[src/rtl/serial_word_loader.sv]
// serial_word_loader: collects WIDTH serial bits (LSB first) into a shift
// register and presents each completed word on `word` with a one-cycle
// `load` pulse, so a downstream enabled register captures one value per frame.
// Optional even-parity checking is compiled in with SERIAL_WORD_LOADER_PARITY_EN;
// without it frames are exactly WIDTH bits and `perr` is tied low.
module serial_word_loader #(
  parameter int WIDTH = 8
) (
  input  logic                       clk,
  input  logic                       reset,
  input  logic                       sin,
  input  logic                       sin_valid,
  input  logic                       abort,
  output logic [WIDTH-1:0]           word,
  output logic                       load,
  output logic                       busy,
  output logic [$clog2(WIDTH+1)-1:0] count,
  output logic                       perr
);

  localparam int CW = $clog2(WIDTH+1);
  localparam logic [CW-1:0] LAST_BIT = CW'(WIDTH-1);
`ifdef SERIAL_WORD_LOADER_PARITY_EN
  localparam logic [CW-1:0] ALL_BITS = CW'(WIDTH);
`endif

`ifdef SERIAL_WORD_LOADER_PARITY_EN
  typedef enum logic [1:0] {
    IDLE  = 2'd0,
    SHIFT = 2'd1,
    PAR   = 2'd2
  } state_t;
`else
  typedef enum logic [1:0] {
    IDLE  = 2'd0,
    SHIFT = 2'd1
  } state_t;
`endif

  state_t           state, state_nxt;
  logic [CW-1:0]    count_nxt;
  logic [WIDTH-1:0] sr, sr_nxt;
  logic [WIDTH-1:0] word_nxt;
  logic             load_nxt;
  logic             perr_nxt;

`ifdef SERIAL_WORD_LOADER_PARITY_EN
  // Even parity: data bits XOR parity bit must be zero for a good frame.
  function automatic logic parity_bad(input logic [WIDTH-1:0] data,
                                      input logic             pbit);
    parity_bad = (^data) ^ pbit;
  endfunction
`endif

  // A frame is in flight whenever the FSM has left IDLE.
  assign busy = (state != IDLE);

  // State, counter, shift register and output registers.
  always_ff @(posedge clk) begin
    if (reset) begin
      state <= IDLE;
      count <= '0;
      sr    <= '0;
      word  <= '0;
      load  <= 1'b0;
      perr  <= 1'b0;
    end else begin
      state <= state_nxt;
      count <= count_nxt;
      sr    <= sr_nxt;
      word  <= word_nxt;
      load  <= load_nxt;
      perr  <= perr_nxt;
    end
  end

  // Next-state logic: abort beats sin_valid; pulses default low every cycle.
  always_comb begin
    state_nxt = state;
    count_nxt = count;
    sr_nxt    = sr;
    word_nxt  = word;
    load_nxt  = 1'b0;
    perr_nxt  = 1'b0;

    if (abort) begin
      // Partial frame dropped; sr is fully rewritten by the next frame.
      state_nxt = IDLE;
      count_nxt = '0;
    end else if (sin_valid) begin
      case (state)
`ifdef SERIAL_WORD_LOADER_PARITY_EN
        PAR: begin
          // The bit arriving here is the parity bit, not data.
          if (parity_bad(sr, sin)) begin
            perr_nxt = 1'b1;
          end else begin
            word_nxt = sr;
            load_nxt = 1'b1;
          end
          state_nxt = IDLE;
          count_nxt = '0;
        end
`endif
        default: begin
          // IDLE and SHIFT both accept a data bit into sr[count].
          for (int i = 0; i < WIDTH; i++) begin
            if (count == CW'(i)) sr_nxt[i] = sin;
          end
          if (count == LAST_BIT) begin
`ifdef SERIAL_WORD_LOADER_PARITY_EN
            state_nxt = PAR;
            count_nxt = ALL_BITS;
`else
            word_nxt  = sr_nxt;
            load_nxt  = 1'b1;
            state_nxt = IDLE;
            count_nxt = '0;
`endif
          end else begin
            state_nxt = SHIFT;
            count_nxt = count + 1'b1;
          end
        end
      endcase
    end
  end

endmodule

[config.mk]
export PLATFORM = sky130hd
export DESIGN_NAME = serial_word_loader
export DESIGN_NICKNAME = d
export VERILOG_FILES = /design/src/rtl/serial_word_loader.sv
export SDC_FILE = /design/constraint.sdc
export NUM_CORES = 1
export LEC_CHECK = 0
export BUFFER_PORTS_ARGS = -buffer_cell sky130_fd_sc_hd__buf_2
export CAP_MARGIN = 20
export CORE_UTILIZATION = 47
export CTS_CLUSTER_SIZE = 12
export DETAILED_ROUTE_END_ITERATION = 10
export GPL_TIMING_DRIVEN = 0
export PLACE_DENSITY = 0.71
export SYNTH_ARGS = -nofsm -noshare
export SYNTH_HDL_FRONTEND = slang
export SYNTH_SLANG_ARGS = --single-unit
[constraint.sdc]
create_clock -name clk -period 1.3 [get_ports clk]
set_input_delay 0.065 -clock clk [delete_from_list [all_inputs] [get_ports clk]]
set_output_delay 0.065 -clock clk [all_outputs]
set_load 0.03 [all_outputs]
# Word-level counts from Yosys, hierarchy flattened
# Cells that the tools add are included.
[totals] reg_bits=23 in_bits=5 out_inout_bits=15 elab_cells=32
[op_classes] n_addsub=1 n_eq_ne=7 muxes=11 bitwise_logic=2 n_reduce_logical=6
[ops] op="== test 4 x 3 -> 1 bit, second input constant" n=4
[ops] op="2-to-1 mux 1 bit" n=10
[ops] op="== test 4 x 2 -> 1 bit, second input constant" n=2
[ops] op="adder 4 x 1 -> 4 bit, second input constant" n=1
[ops] op="== test 4 x 1 -> 1 bit, second input constant" n=1
[ops] op="zero test 4 bit" n=1
[ops] op="2-to-1 mux 4 bit" n=1
[ops] op="AND reduction 3 bit" n=1
[ops] op="OR reduction 3 bit" n=1
[ops] op="inverter 1 bit" n=2
[ops] op="AND reduction 2 bit" n=1
[ops] op="nonzero test 2 bit" n=1
[ops] op="OR reduction 2 bit" n=1

# Logic depth before layout (Yosys ltp)
[logic_depth] word_depth=2 mapped_depth=5 mapped_depth_nobuf=5

# Least setup slack after synthesis
# No wires, ideal clock.
[synth_timing] kind="register to register" from="register count[0]" to="register word[0]" setup_time_ps=91 arrival_time_ps=1428 required_time_ps=1209 path_slack_ps=-219 path_stages_with_launch=6 n_path_buf=1 synth_period_minus_slack_ps=1519 cell_sequence="dfxtp_1 ha_1 and3_1 buf_4 a21oi_1 a311oi_1"
[synth_between] elab_chain_len=2
[synth_lines] item="start, declared" line_no="17" rtl="output logic [$clog2(WIDTH+1)-1:0] count,"
[synth_lines] item="start signal, assigned" line_no="69" rtl="count <= count_nxt;"
[synth_lines] item="== test 4 x 3 -> 1 bit / zero test 4 bit (equally long branches)" line_no="110, 108"
[synth_lines] item="AND reduction 3 bit (no line) / 2-to-1 mux 1 bit (equally long branches)"
[synth_lines] item="end signal, assigned" line_no="71" rtl="word <= word_nxt;"
[synth_lines] item="end, declared" line_no="14" rtl="output logic [WIDTH-1:0] word,"
# Parallel ways exist; a longest one is shown, timed or not.
# A chain may end at the register's enable or synchronous reset.

# Final worst setup path
[layout_timing] from="register count[3]" to="register sr[1]"
[layout_between] elab_chain_len=2
[layout_lines] item="== test 4 x 1 -> 1 bit" line_no="108" rtl="if (count == CW'(i)) sr_nxt[i] = sin;"
[layout_lines] item="2-to-1 mux 1 bit" line_no="108"
[layout_lines] item="end signal, assigned" line_no="70" rtl="sr <= sr_nxt;"
[layout_lines] item="end, declared" line_no="42" rtl="logic [WIDTH-1:0] sr, sr_nxt;"
# No other way between the ends.

==> impl_table.tex <==
\begin{tabular}{lr}
\hline
Metric & Value \\
\hline
\multicolumn{2}{l}{\textbf{Logic synthesis}} \\
Seq/Total Area, Yosys & 0.407 \\
Adder-cell share of the synthesized area & 0.0484 \\
Cell type with the largest total area after synthesis & sky130\_fd\_sc\_hd\_\_dfxtp\_1 \\
Combined area of all synthesized cells & 1030 µm² \\
Fraction of synthesized cell area in xor and xnor cells & 0.0254 \\
Post-synth top flop & sky130\_fd\_sc\_hd\_\_dfxtp\_1 \\
EDFF count, synth & 0 \\
Net count after synthesis & 127 \\
Multiplexer share of the synthesized area & 0.0387 \\
Yosys synthesis warning count & 0 \\
Flip-flop and latch count after synthesis & 21 \\
Post-synthesis cell count & $\sim$120 \\
Top-count cell post-synth & sky130\_fd\_sc\_hd\_\_dfxtp\_1 \\
Main combinational cell family by area after synthesis & simple AND/OR/NAND/NOR gates \\
Leading cell types by total area after synthesis & sky130\_fd\_sc\_hd\_\_dfxtp\_1 41\%, sky130\_fd\_sc\_hd\_\_a21oi\_1 7.3\%, sky130\_fd\_sc\_hd\_\_nand3\_1 5.8\% \\
Basic-gate share of the synthesized area counting and, or, nand and nor cells & 0.207 \\
Commonest cells in the netlist & 21 x sky130\_fd\_sc\_hd\_\_dfxtp\_1, 15 x sky130\_fd\_sc\_hd\_\_a21oi\_1, 12 x sky130\_fd\_sc\_hd\_\_nand3\_1 \\
Post-synthesis compound-gate area fraction & 0.201 \\
FFs w/ async S/R, synth & 0 \\
Share of Yosys cell area claimed by the top area cell type & 0.407 \\
Average instance area after synthesis & just under 9 µm² \\
Number of different library cells in the post-synthesis netlist & 29 \\
\multicolumn{2}{l}{\textbf{Floorplanning}} \\
Initial core utilization & 0.511 \\
Horizontal die dimension & 48.9 µm \\
Ports placed on the boundary & 20 \\
Y dimension of the die & 48.9 µm \\
Number of rows created at floorplan & 16 \\
Placeable core region & between 2000 and 2500 µm² \\
Full die area & around 2400 µm² \\
\multicolumn{2}{l}{\textbf{Final layout}} \\
Share of cells above drive strength 1 & 0.324 \\
Synth-to-Final Area Change & 20.7\% \\
Combined flip-flop and latch cell area & 433 µm² \\
Layout net count & 149 \\
Number of standard cells in the layout, taps in and fillers out & 166 \\
Final instance area & 1250 µm² \\
Filler cell count in the final layout & a little under 200 \\
Diodes inserted & 0 \\
Multi-input gate area in the final layout & slightly below 600 µm² \\
\multicolumn{2}{l}{\textbf{Hold path}} \\
Hold WC Path Type & input port to register \\
Worst hold path cell count & 2 \\
\multicolumn{2}{l}{\textbf{Timing}} \\
Min Tclk post-route & 1.32 ns \\
Max frequency & 759 MHz \\
Final-layout setup total negative slack & -0.0316 ns \\
Final worst slack & -0.0177 ns \\
Final slew viol count & 0 \\
Number of setup violations in the final report & 3 \\
Count of final hold-check violations & 0 \\
Share of the cycle needed by the critical path after routing & 1.01 \\
Clock Skew & 0.00642 ns \\
RSZ-0062 raised after global routing & true \\
\multicolumn{2}{l}{\textbf{Critical path}} \\
Critical path launch point type & register \\
Data required time of the critical path & 1.49 ns \\
R2R depth & 3 \\
CP Max Fanout & 8 \\
Worst endpoint data arrival time & 1.51 ns \\
Critical path start-end classification & register to register \\
Type of element capturing the critical path & register \\
\multicolumn{2}{l}{\textbf{Power and ir drop}} \\
Static Leakage & 0.479 nW \\
Internal portion of total power & 800 µW \\
Worst-case vdd ir drop & 0.704 mV \\
Psw & 275 µW \\
Relative contribution of sequential cells to total power & 0.605 \\
Part of the power in the clock network & 0.298 \\
Total power consumption of the routed design & 1.07 mW \\
Part of the power in combinational logic & 0.097 \\
PwrDens & 861 nW/µm² \\
Sw Ratio & 0.256 \\
\multicolumn{2}{l}{\textbf{Drt}} \\
Routed wirelength normalized by instance count & 13.9 µm \\
Via-per-instance ratio & 5.69 \\
First-pass DRT Iterations & 4 \\
Number of nets with antenna violations after detailed routing & 0 \\
Residual DRC count & 0 \\
Via count of the routed design & 944 \\
Post-detailed-routing wire length & 2310 µm \\
DRC violation total after the first TritonRoute iteration & 31 \\
\multicolumn{2}{l}{\textbf{Place}} \\
Placed cell areas & 1160 µm² \\
Inst Count DP & 161 \\
Post-DP HPWL & 1660 µm \\
Number of input and output port buffers inserted & 16 \\
Post-place setup slack & -0.0879 ns \\
Global placement routability congestion & just under 0.8 \\
\multicolumn{2}{l}{\textbf{Clock tree}} \\
Post-CTS clock slew at the launch and capture registers of the worst setup and hold paths & 0.12 ns \\
Clock tree from TritonCTS & built \\
Latest clock arrival within the worst-skew pair & 0.31 ns \\
Max H-tree Level & 1 \\
Clock Root Buffer & sky130\_fd\_sc\_hd\_\_clkbuf\_4 \\
Cts-stage hold buffer count & 0 \\
Number of buffers inserted during clock tree synthesis & 3 \\
TritonCTS Sinks & 21 \\
Clock tree buffer depth & 2 \\
\multicolumn{2}{l}{\textbf{Global route}} \\
GRT Overall Usage & 0.208 \\
Via count of the first global-routing pass & 910 \\
Remaining Overflow, GRT & 0 \\
Maximum number of pins on one net before global-route repair & 12 \\
Initial antenna violation count & 0 \\
Global-route wire length before repair & around 3900 µm \\
\multicolumn{2}{l}{\textbf{Status}} \\
Violations in the final reports & negative setup slack \\
Run status & finished, violations left \\
\multicolumn{2}{l}{\textbf{Job}} \\
Number of max-capacitance violations reported & 0 \\
\hline
\end{tabular}
-- cells in the final DEF (no fill, tap or decap), types with 2 or more instances in the layout --
cell type                  instances
sky130_fd_sc_hd__clkbuf_1          4
sky130_fd_sc_hd__ha_2              3
sky130_fd_sc_hd__clkbuf_4          4
sky130_fd_sc_hd__buf_2            18
sky130_fd_sc_hd__nor2_1            5
sky130_fd_sc_hd__dfxtp_1          17
sky130_fd_sc_hd__o21ai_0           4
sky130_fd_sc_hd__buf_4             3
sky130_fd_sc_hd__xor2_1            2
sky130_fd_sc_hd__nor2_4            2
sky130_fd_sc_hd__o31ai_2           2
sky130_fd_sc_hd__nor3_1            3
sky130_fd_sc_hd__nand2_1           2
sky130_fd_sc_hd__dfxtp_4           3
sky130_fd_sc_hd__o21ai_1           4
sky130_fd_sc_hd__mux2i_1           4
sky130_fd_sc_hd__o21ai_2           2
sky130_fd_sc_hd__nand3b_1          3
sky130_fd_sc_hd__nand3_1          12
sky130_fd_sc_hd__a311oi_1          6
sky130_fd_sc_hd__inv_1             5
sky130_fd_sc_hd__a21oi_1          15
-- layout make-up --
class	instances	area share
Timing Repair Buffer	17	0.0702
Clock buffer	4	0.0211
Multi-Input combinational cell	82	0.472
Sequential cell	21	0.347
Inverter	6	0.0181
Buffer	9	0.0441
Tap cell	27	0.0271
-- critical path, cell delays in order (launching register included) --
cell and delay [ns]:
sky130_fd_sc_hd__dfxtp_2 0.39, sky130_fd_sc_hd__or4b_4 0.59, sky130_fd_sc_hd__o21ai_1 0.15, sky130_fd_sc_hd__a21oi_1 0.08
-- kinds of logic after synthesis --
| family | after synthesis |
|---|---|
| AO/OA/AOI/OAI | 35 |
| XOR/XNOR | 3 |
| adder cells (fa/ha/maj) | 4 |
| buffers and inverters | 15 |
| flip-flops | 21 |
| multiplexers | 4 |
| other | 1 |
| AND/OR/NAND/NOR | 35 |
-- power by group through the flow --
stage / logic (mW) / clock network [mW] / registers [mW]
floorplan: 0.0653 / 0 / 0.673
global placement: 0.0951 / 0 / 0.666
detailed placement: 0.0955 / 0 / 0.666
CTS: 0.101 / 0.325 / 0.650
global route: 0.114 / 0.357 / 0.651
finish: 0.104 / 0.320 / 0.650
-- stage by stage --
stage          hold WS (ns)   util
2_1_floorplan         0.239      -
3_3_place_gp          0.390  0.574
3_5_place_dp          0.395  0.574
4_1_cts              0.0638  0.603
5_1_grt              0.0649  0.617
6_report             0.0691  0.617
-- what timing repair did --
item                                    CTS  global route
pin swaps                                 2             2
resized for setup                         7            10
gates cloned                              0             0
endpoints found under the setup margin    8            14
buffers inserted                          1             0
-- worst paths after layout --
| check | start | endpoint | slack [ns] |
|---|---|---|---|
| max | count[3] | sr[1] | -0.02 |
| min reg2reg | state[0] | state[0] | 0.48 |
| min | abort | count[2] | 0.07 |
| max reg2reg | count[3] | sr[1] | -0.02 |
-- registers in the layout, indices dropped and copies added, names as in the netlist --
signal  cells
count       4
load        1
sr          7
state       1
word        8
-- routing by layer --
layer | global-route usage | wire length [µm] | up-vias
li1 | - | - | 469
met1 | 0.251 | 1010 | 443
met2 | 0.356 | 1150 | 27
met3 | 0.0312 | 117 | 5
met4 | 0.108 | 34 | 0
met5 | 0 | 0 | -
Note: power is estimated with default switching activity, not from simulation.
